==> src/rtl/comp_pkg.sv <==
// comp_pkg: result encoding and flag decode shared by the comparator
package comp_pkg;
  typedef enum logic [1:0] {
    CMP_EQ = 2'b00,
    CMP_LT = 2'b01,
    CMP_GT = 2'b10
  } cmp_res_t;
  typedef struct packed {
    logic eq;
    logic lt;
    logic gt;
  } cmp_flags_t;
  function automatic cmp_flags_t cmp_decode(cmp_res_t r);
    return cmp_flags_t'{eq: r == CMP_EQ, lt: r == CMP_LT, gt: r == CMP_GT};
  endfunction
endpackage

==> src/rtl/comp_cell.sv <==
// comp_cell: one bit of an MSB-first magnitude chain
module comp_cell (
  input  logic eq_in,
  input  logic gt_in,
  input  logic a,
  input  logic b,
  output logic eq_out,
  output logic gt_out
);
  assign eq_out = eq_in & ~(a ^ b);
  assign gt_out = gt_in | (eq_in & a & ~b);
endmodule

==> src/rtl/comp.sv <==
// comp: registered signed/unsigned magnitude comparator; COMP_STATS_EN adds mismatch_cnt
module comp
  import comp_pkg::*;
#(
  parameter int WIDTH = 1,
  parameter int CNT_W = 16
) (
  input  logic             clk,
  input  logic             rst,
  input  logic [WIDTH-1:0] a,
  input  logic [WIDTH-1:0] b,
  input  logic             signed_mode,
  input  logic             in_valid,
  output logic             z,
  output logic             eq_q,
  output logic             lt_q,
  output logic             gt_q,
`ifdef COMP_STATS_EN
  output logic [CNT_W-1:0] mismatch_cnt,
`endif
  output logic             out_valid
);
  logic [WIDTH-1:0] ax, bx;
  logic [WIDTH:0] eq_c, gt_c;
  cmp_res_t res;
  cmp_flags_t f;
  if (WIDTH < 1 || WIDTH > 64 || CNT_W < 1) begin : g_bad
    $error("comp: illegal WIDTH or CNT_W");
  end
  assign z = a == b;
  always_comb begin
    ax = a;
    bx = b;
    ax[WIDTH-1] = a[WIDTH-1] ^ signed_mode;
    bx[WIDTH-1] = b[WIDTH-1] ^ signed_mode;
  end
  assign eq_c[WIDTH] = 1'b1;
  assign gt_c[WIDTH] = 1'b0;
  for (genvar i = 0; i < WIDTH; i++) begin : g_cell
    comp_cell u_cell (
      .eq_in (eq_c[i+1]),
      .gt_in (gt_c[i+1]),
      .a     (ax[i]),
      .b     (bx[i]),
      .eq_out(eq_c[i]),
      .gt_out(gt_c[i])
    );
  end
  assign res = eq_c[0] ? CMP_EQ : gt_c[0] ? CMP_GT : CMP_LT;
  assign f = cmp_decode(res);
  always_ff @(posedge clk) begin
    if (rst) begin
      eq_q <= 1'b0;
      lt_q <= 1'b0;
      gt_q <= 1'b0;
      out_valid <= 1'b0;
    end else begin
      out_valid <= in_valid;
      if (in_valid) begin
        eq_q <= f.eq;
        lt_q <= f.lt;
        gt_q <= f.gt;
      end
    end
  end
`ifdef COMP_STATS_EN
  always_ff @(posedge clk) begin
    if (rst) mismatch_cnt <= '0;
    else if (in_valid && !eq_c[0] && !(&mismatch_cnt)) mismatch_cnt <= mismatch_cnt + CNT_W'(1);
  end
`endif
endmodule

==> config.mk <==
export PLATFORM = sky130hd
export DESIGN_NAME = comp
export DESIGN_NICKNAME = d
export VERILOG_FILES = /design/src/rtl/comp_pkg.sv /design/src/rtl/comp_cell.sv /design/src/rtl/comp.sv
export SDC_FILE = /design/constraint.sdc
export NUM_CORES = 1
export LEC_CHECK = 0
export CAP_MARGIN = 40
export CORE_AREA = 2 2 39 41
export CTS_CLUSTER_DIAMETER = 100
export CTS_CLUSTER_SIZE = 20
export DETAILED_ROUTE_END_ITERATION = 10
export DIE_AREA = 0 0 41 43
export PLACE_DENSITY = 0.36
export SETUP_SLACK_MARGIN = 0.1
export SLEW_MARGIN = 25
export SYNTH_ARGS = -nofsm -noshare
export SYNTH_HDL_FRONTEND = slang
export SYNTH_SLANG_ARGS = --single-unit
==> constraint.sdc <==
create_clock -name clk -period 1.9 [get_ports clk]
set_clock_uncertainty 0.05 [all_clocks]
set_input_delay 0.19 -clock clk [delete_from_list [all_inputs] [get_ports clk]]
set_output_delay 0.19 -clock clk [all_outputs]
set_load 0.02 [all_outputs]
==> results of run 1 <==
==> cell families (layout without fill, tap and decap cells) <==
family,after synthesis,count (layout),share of synthesized area [%]
XOR/XNOR,1,1,5.22
AND/OR/NAND/NOR,8,8,32.1
AO/OA/AOI/OAI,3,3,14.9
flip-flops,4,4,47.8
buffers and inverters,0,13,0
==> layout by cell type, fill, tap and decap left out <==
cell type,Yosys,final
sky130_fd_sc_hd__nor2_1,2,2
sky130_fd_sc_hd__nor3b_1,1,1
sky130_fd_sc_hd__a21o_1,1,1
sky130_fd_sc_hd__nand3b_1,2,2
sky130_fd_sc_hd__a311oi_1,2,2
sky130_fd_sc_hd__dfxtp_1,4,4
sky130_fd_sc_hd__nor2b_1,1,1
sky130_fd_sc_hd__xnor2_1,1,1
sky130_fd_sc_hd__clkbuf_4,0,3
sky130_fd_sc_hd__dlymetal6s2s_1,0,1
sky130_fd_sc_hd__clkdlybuf4s50_1,0,9
sky130_fd_sc_hd__or3b_1,2,2
==> state kept, by name (all words and copies together), names as in the netlist <==
name,count
eq_q,1
gt_q,1
lt_q,1
out_valid,1
==> power by group <==
part           total [uW]  switching (uW)  internal, uW
Combinational        51.3            22.9          28.5
Sequential           92.2            2.21          90.0
Clock                 104            33.3          70.6
==> routing by layer <==
metal | track usage (%) | up-vias | wire length, um
li1 | - | 87 | -
met1 | 4.15 | 73 | 161
met2 | 7.19 | 11 | 160
met3 | 1.57 | 0 | 71
met4 | 6.00 | 0 | 0
met5 | 0 | - | 0
==> worst max-delay path by stage <==
stage                     start  cells after the start  slack [ps]    to
finish                     lt_q                      1         500  lt_q
global route                  b                      3         450     z
CTS                           b                      3         130     z
detailed placement            b                      3         120     z
global placement              a                      3         140     z
floorplan           signed_mode                      2         980  lt_q
==> metrics by stage <==
stage	power, uW	std cells	setup slack, ps	area [um2]	hold slack [ps]
finish	247	45	495	313	450
floorplan	114	16	983	168	212
global route	260	45	452	313	466
CTS	255	45	126	310	449
detailed placement	145	42	116	288	444
global placement	146	42	136	288	446
==> layout make-up <==
| class | instances | area, um2 |
|---|---|---|
| fillers | 155 | 1070 |
| repair buffers | 10 | 103 |
| multi-input cells | 12 | 87.6 |
| well taps | 16 | 20.0 |
| clock buffers | 3 | 22.5 |
| flip-flops and latches | 4 | 80.1 |
==> impl_metrics.toml, run 1 <==
[route]
drt_pre_antenna_iters = 3
ant_nets = 0
detail_route.wl_per_cell_um = 8.73
initialDrtViolationCount = 1
drt_drc_violations_left = 0
total_wirelength_um = 393
detailroute.via_count = 171
detail_routed_via_count_per_cell = 3.80

[setup_path]
critical_path_required_ps = 1660
path_delay_family = "buffers and inverters"
r2r_setup_slack_ps = 1150
crit_path_buffers_inverters = 1
cp_cell_sequence = "clkdlybuf4s50_1"
worst_r2r_path_depth = 2
worst_path_largest_cell_delay_ps = 610
worstSetupStartpointType = "flip-flop"
critical_path.endpoint_type = "output pin"
crit_arrival_ps = 1160
timing.rr.start = "lt_q"
timing.rr.end = "lt_q"
critPathKind = "reg2out"
worst-path-max-fanout = 2
critPathSlowestCell = "sky130_fd_sc_hd__clkdlybuf4s50_1"

[die]
fp.dieW_um = 41
fp.coreArea_um2 = 1380
io_pins = 11
die_y_um = 43
start_util_pct = 12.1
die_area_um2 = 1760
row_count = 14

[clock_tree]
clk_pin_slew_worst_paths_ps = 30
worstSkewPairLatency_ps = 230
cts-resized-gates = 0
tritoncts.num_buffers = 3
cts_tree = "built"
clock-sinks = 4
number_of_buffers_on_the_longest_clock_path = 2
clock_tree.root_cell = "sky130_fd_sc_hd__clkbuf_4"
number_of_buffers_inserted_by_hold_repair_at_cts = 0
htreeDepth = 1
buffers_inserted_by_post_cts_timing_repair = 0

[logic_synthesis]
post_synth_most_frequent_cells = "sky130_fd_sc_hd__dfxtp_1, sky130_fd_sc_hd__a311oi_1, sky130_fd_sc_hd__nand3b_1, sky130_fd_sc_hd__nor2_1, sky130_fd_sc_hd__or3b_1"
number_of_nets_produced_by_synthesis = 22
syn_area_um2 = 168
synthesis_stage_register_bit_count = 4
synth_area_leaders = "sky130_fd_sc_hd__dfxtp_1, sky130_fd_sc_hd__a311oi_1, sky130_fd_sc_hd__or3b_1, sky130_fd_sc_hd__nand3b_1, sky130_fd_sc_hd__xnor2_1"
synthCells = 16
synthDominantAreaCellType = "sky130_fd_sc_hd__dfxtp_1"
synth-edff-count = 0
synth.top_cell.area_share_pct = 47.8
avgSynthCellArea_um2 = 10.5
yosys_most_used_dff = "sky130_fd_sc_hd__dfxtp_1"
synth.most_common_cell = "sky130_fd_sc_hd__dfxtp_1"
yosysUniqueCellTypes = 9
yosys_warnings = 0
synthArstFlopShare_pct = 0
synth.yosys.seq_area_share_pct = 47.8

[sta]
slew_violations = 0
timing_hold_violations_final = 0
clock.fmax_mhz = 712
fin_crit_sh_pct = 73.9
finalSetupViolCount = 0
finalWorstPathRequiredPeriod_ps = 1400
rsz0062_at_grt = "false"
fin_setup_tns_ps = 0
worst_slew_margin_rel_pct = 84.5
worst-slew-pin-transition_ps = 232

[global_route]
grt_pass1_vias = 163
global_route.usage.total_pct = 4.81
overflow = 0
grt_pass1_wl_um = 517
antenna_violations_before_repair = 0
grt_max_degree = 7

[pwr]
pleak_uw = 0.000123
vdd_drop_max_mv = 0.114
power_density_nw_per_um2 = 791

[final_layout]
final_cell_utilization_of_the_core_pct = 22.6
share_of_final_layout_standard_cells_stronger_than_drive_strength_1_pct = 10.3
areaGrowthSynthToFinish_pct = 86.6
nNetsFinal = 37
antennaDiodeCount = 0

[worst_hold_path]
timing.hold.worst_endpoint = "lt_q"
worst_hold_path_type = "reg2reg"
worst_hold_path.num_cells = 2
min_from = "lt_q"

[run_status]
status = "completed"

[placement]
port_buffers = 10
routabilityCongestion = 0.546

[flow_run]
max_cap_violations = 0
No activity file was read; power rests on OpenSTA's default activity.
==> run 2: changes to the inputs <==
- clock period: 1.9 -> 1.3 ns (I/O delays scaled with it)
==> run 2 against run 1 <==
  * Via count rose by 4.1%
  * Sequential share of layout area fell by 0.30 points
  * Global-route usage rose by 0.20 points
  * Die area did not move
  * Cell count rose by 4.4%
  * Routed wire length fell by 3.8%
  * Count of clock-buffer cells in the layout did not move
==> impl_metrics.toml, run 2 (synthesis gave the netlist of run 1 again) <==
[die]
die_area_um2 = 1760
io_pins = 11
start_util_pct = 12.1
fp.dieW_um = 41
row_count = 14
fp.coreArea_um2 = 1380
die_y_um = 43

[pwr]
power_switching_uw = 83.4
p_sw_share_pct = 23.6
pleak_uw = 0.000142
power_density_nw_per_um2 = 1120
power.combinational.fraction_pct = 19.7
p_int_uw = 270
clockPowerShare_pct = 42.3
vdd_drop_max_mv = 0.186
seqPwrFrac_pct = 38.0

[clock_tree]
buffers_inserted_by_post_cts_timing_repair = 0
cts_tree = "built"
worstSkewPairLatency_ps = 230
number_of_buffers_on_the_longest_clock_path = 2
tritoncts.num_buffers = 3
clock_tree.root_cell = "sky130_fd_sc_hd__clkbuf_4"
number_of_buffers_inserted_by_hold_repair_at_cts = 0
clock-sinks = 4
clk_pin_slew_worst_paths_ps = 30
htreeDepth = 1

[setup_path]
critPathSlowestCell = "sky130_fd_sc_hd__clkdlybuf4s50_1"
crit_path_buffers_inverters = 1
critical_path.endpoint_type = "flip-flop"
timing.rr.end = "lt_q"
capture_point_of_the_worst_path = "gt_q"
crit_arrival_ps = 1220
worst-path-max-fanout = 4
r2r_setup_slack_ps = 570
timing.rr.start = "lt_q"
worstSetupStartpointType = "primary input"
cp_num_cells = 3
worst_path_largest_cell_delay_ps = 450
critical_path_required_ps = 1390
worst_setup_sp = "signed_mode"
critPathKind = "in2reg"
path_delay_family = "buffers and inverters"
worst_r2r_path_depth = 2
cp_cell_sequence = "clkdlybuf4s50_1, or3b_1, a311oi_1"

[sta]
finalWorstPathRequiredPeriod_ps = 1120
rsz0062_at_grt = "false"
finalSetupViolCount = 0
worst_slew_margin_rel_pct = 85.7
clock.fmax_mhz = 890
fin_setup_tns_ps = 0
fin_crit_sh_pct = 86.5
timing_hold_violations_final = 0
slew_violations = 0
worst-slew-pin-transition_ps = 215

[final_layout]
most-common-layout-cells = "sky130_fd_sc_hd__dlygate4sd2_1, sky130_fd_sc_hd__dfxtp_1, sky130_fd_sc_hd__clkbuf_4, sky130_fd_sc_hd__clkdlybuf4s50_1"
antennaDiodeCount = 0
share_of_final_layout_standard_cells_stronger_than_drive_strength_1_pct = 16.1
areaGrowthSynthToFinish_pct = 88.8
nNetsFinal = 39
ff_latch_area_um2 = 80.1
final_cell_utilization_of_the_core_pct = 22.9
multi_input_area_um2 = 87.6
fillers = 153
layout.cells.most_common = "sky130_fd_sc_hd__dlygate4sd2_1"

[flow_run]
max_cap_violations = 0

[route]
initialDrtViolationCount = 3
detailroute.via_count = 178
ant_nets = 0
detail_route.wl_per_cell_um = 8.04
drt_drc_violations_left = 0
detail_routed_via_count_per_cell = 3.79
drt_pre_antenna_iters = 3
total_wirelength_um = 378

[run_status]
status = "completed"

[global_route]
overflow = 0
grt_max_degree = 7
antenna_violations_before_repair = 0
grt_pass1_wl_um = 503
global_route.usage.total_pct = 5.01
grt_pass1_vias = 143

[placement]
routabilityCongestion = 0.591
port_buffers = 10
place.detailed.hpwl_um = 316

[worst_hold_path]
worst_hold_path_type = "in2reg"
## run 2: worst min-delay path by stage
| stage | start | end | slack, ps | depth (start not counted) |
|---|---|---|---|---|
| after floorplan | rst | gt_q | 150 | 1 |
| after global routing | b | eq_q | 390 | 3 |
| after global placement | lt_q | lt_q | 430 | 2 |
| after detailed placement | lt_q | lt_q | 430 | 2 |
| after CTS | b | eq_q | 350 | 3 |
| final | a | eq_q | 350 | 3 |
## run 2: worst reg2reg max path: stages, from the launching register on
cell and delay, ps:
sky130_fd_sc_hd__dfxtp_1 320, sky130_fd_sc_hd__nor2_1 40, sky130_fd_sc_hd__a311oi_1 230
## run 2: power by group through the flow
stage               logic (uW)  registers [uW]  clock network [uW]
global placement          81.5             136                   0
CTS                       70.7             135                 159
floorplan                 20.3             147                   0
finish                    69.6             134                 150
global route              75.4             135                 159
detailed placement        80.7             137                   0
## run 2: metal layers
layer	GRT usage [%]	part of all wire (%)	routed length, um
met1	4.15	38	143
met2	5.94	38	143
met3	1.57	20	74
met4	10.0	4.5	17
met5	0	0	0
## run 2: metrics by stage
step                      setup slack [ps]  total power (uW)  instance area [um2]  cells  hold WS (ps)
after global routing                   104               370                  317     47           388
after CTS                              165               364                  317     47           353
after floorplan                        443               167                  168     16           152
after global placement                -296               218                  303     44           432
after detailed placement              -310               217                  303     44           431
final                                  176               354                  317     47           355
## run 2: layout make-up
| class | instances | area share (%) |
|---|---|---|
| Clock buffer | 3 | 7.11 |
| Multi-Input combinational cell | 12 | 27.7 |
| Sequential cell | 4 | 25.3 |
| Tap cell | 16 | 6.32 |
| Timing Repair Buffer | 12 | 33.6 |
## run 2: what timing repair did
action,CTS,global route
gates resized for setup,7,0
endpoints found under the hold margin,0,0
setup endpoints to repair,7,0
==> run 3: changes to the inputs <==
- PLACE_DENSITY: 0.36 -> 0.37
- clock period: 1.3 -> 0.9 ns (I/O delays scaled with it)
==> run 3 against run 2 <==
  * Utilization is 2.5 points higher
  * Via count is 2.8% higher
  * Power is 52% higher
  * Clock power is 42% higher
  * Cell count is 2.1% higher
  * Worst setup slack worse by 98 ps
  * Critical path type is now reg2out
  * Critical endpoint is now lt_q
  * Largest cell class unchanged
  * Largest power group unchanged
  * Highest routed layer is now met3
==> impl_metrics.toml, run 3 (synthesis gave the netlist of run 1 again) <==
[run_status]
status = "completed"

[final_layout]
share_of_final_layout_standard_cells_stronger_than_drive_strength_1_pct = 62.5
antennaDiodeCount = 0
fillers = 155
layout.cells.most_common = "sky130_fd_sc_hd__buf_6"
post_layout_nonfiller_instances = 48
final_cell_utilization_of_the_core_pct = 25.4
nNetsFinal = 40
most-common-layout-cells = "sky130_fd_sc_hd__buf_6, sky130_fd_sc_hd__dfxtp_2, sky130_fd_sc_hd__clkbuf_4, sky130_fd_sc_hd__buf_2"
areaGrowthSynthToFinish_pct = 110

[global_route]
antenna_violations_before_repair = 0
global_route.usage.total_pct = 5.72
grt_pass1_vias = 178
overflow = 0
grt_pass1_wl_um = 621
grt_max_degree = 7

[sta]
fin_crit_sh_pct = 91.3
clock.fmax_mhz = 1220
slew_violations = 0
rsz0062_at_grt = "true"
worst-slew-pin-transition_ps = 213
finalSetupViolCount = 0
setup_ws_ps = 77.9
finalWorstPathRequiredPeriod_ps = 822
timing_hold_violations_final = 0
worst_slew_margin_rel_pct = 85.7

[clock_tree]
tritoncts.num_buffers = 3
cts_tree = "built"
number_of_buffers_inserted_by_hold_repair_at_cts = 0
clock_tree.root_cell = "sky130_fd_sc_hd__clkbuf_4"
clock-sinks = 4
worstSkewPairLatency_ps = 230
htreeDepth = 1
number_of_buffers_on_the_longest_clock_path = 2
clk_pin_slew_worst_paths_ps = 30

[setup_path]
worst_r2r_path_depth = 3
cp_num_cells = 1
worst-path-max-fanout = 2
critical_path_required_ps = 760
critPathKind = "reg2out"
crit_arrival_ps = 680
critPathSlowestCell = "sky130_fd_sc_hd__dfxtp_2"
worstSetupStartpointType = "flip-flop"
timing.rr.start = "lt_q"
worst_path_largest_cell_delay_ps = 340
worst_setup_sp = "lt_q"
critical_path.endpoint_type = "output pin"
path_delay_family = "flip-flops"
crit_path_buffers_inverters = 1
cp_cell_sequence = "buf_6"

[route]
detail_routed_via_count_per_cell = 3.81
detailroute.via_count = 183
ant_nets = 0
total_wirelength_um = 440
detail_route.wl_per_cell_um = 9.17
drt_drc_violations_left = 0
initialDrtViolationCount = 0
drt_pre_antenna_iters = 1

[worst_hold_path]
min_from = "rst"
worst_hold_path.num_cells = 2
worst_hold_path_type = "in2reg"

[die]
die_area_um2 = 1760
io_pins = 11
row_count = 14
fp.dieW_um = 41
fp.coreArea_um2 = 1380
start_util_pct = 12.1
die_y_um = 43

[placement]
routabilityCongestion = 0.615
port_buffers = 10
dpl_worst_slack_ps = -704
place.detailed.hpwl_um = 337
numPlacedInstances = 44

[pwr]
design_power_total_uw = 536
vdd_drop_max_mv = 0.262
pleak_uw = 0.000162
power_density_nw_per_um2 = 1530

[flow_run]
max_cap_violations = 0
-- run 3: cell types whose count changed in the layout (fill, tap and decap cells not counted), sizes merged --
cell / previous run / this run
dlymetal6s2s: 0 / 1
dlygate4sd2: 7 / 1
buf: 2 / 11
clkdlybuf4s50: 3 / 0
-- run 3: power breakdown --
group	total (uW)	switching (uW)	leakage, uW	internal, uW
clock network	213	64.6	0.0000138	149
logic	123	53.7	0.000114	69.4
registers	200	7.60	0.0000344	193
total	536	126	0.000162	411
-- run 3: cell type report --
class                           instances  area [um2]  area share, %
Tap cell                               16        20.0           5.69
Clock buffer                            3        22.5           6.41
Multi-Input combinational cell         12        97.6           27.8
Sequential cell                         4        85.1           24.2
Timing Repair Buffer                   13         126           35.9
-- run 3: worst paths after layout --
path / to / slack, ps
max: lt_q / 80
max reg2reg: lt_q / 100
min reg2reg: gt_q / 460
min: gt_q / 70
-- run 3: timing repair --
action | in CTS | in global routing
pin swaps | 3 | 3
endpoints found under the setup margin | 8 | 7
gates resized for setup | 48 | 3
setup buffers | 1 | 0
cloned | 0 | 0
-- run 3: through the flow --
stage	hold slack (ps)	area, um2	TNS [ps]
3_3_place_gp	449	307	-2540
2_1_floorplan	105	171	0
6_report	68.5	352	0
3_5_place_dp	443	307	-2600
4_1_cts	122	352	0
5_1_grt	82.4	352	0
-- run 3: routing by layer --
metal	share of wire [%]	vias to the layer above	global-route usage, %	routed length [um]
met5	0	-	0	0
met4	0	0	8.00	0
met3	16	0	2.62	72
met2	41	11	7.19	179
met1	43	78	5.47	188
li1	-	94	-	-
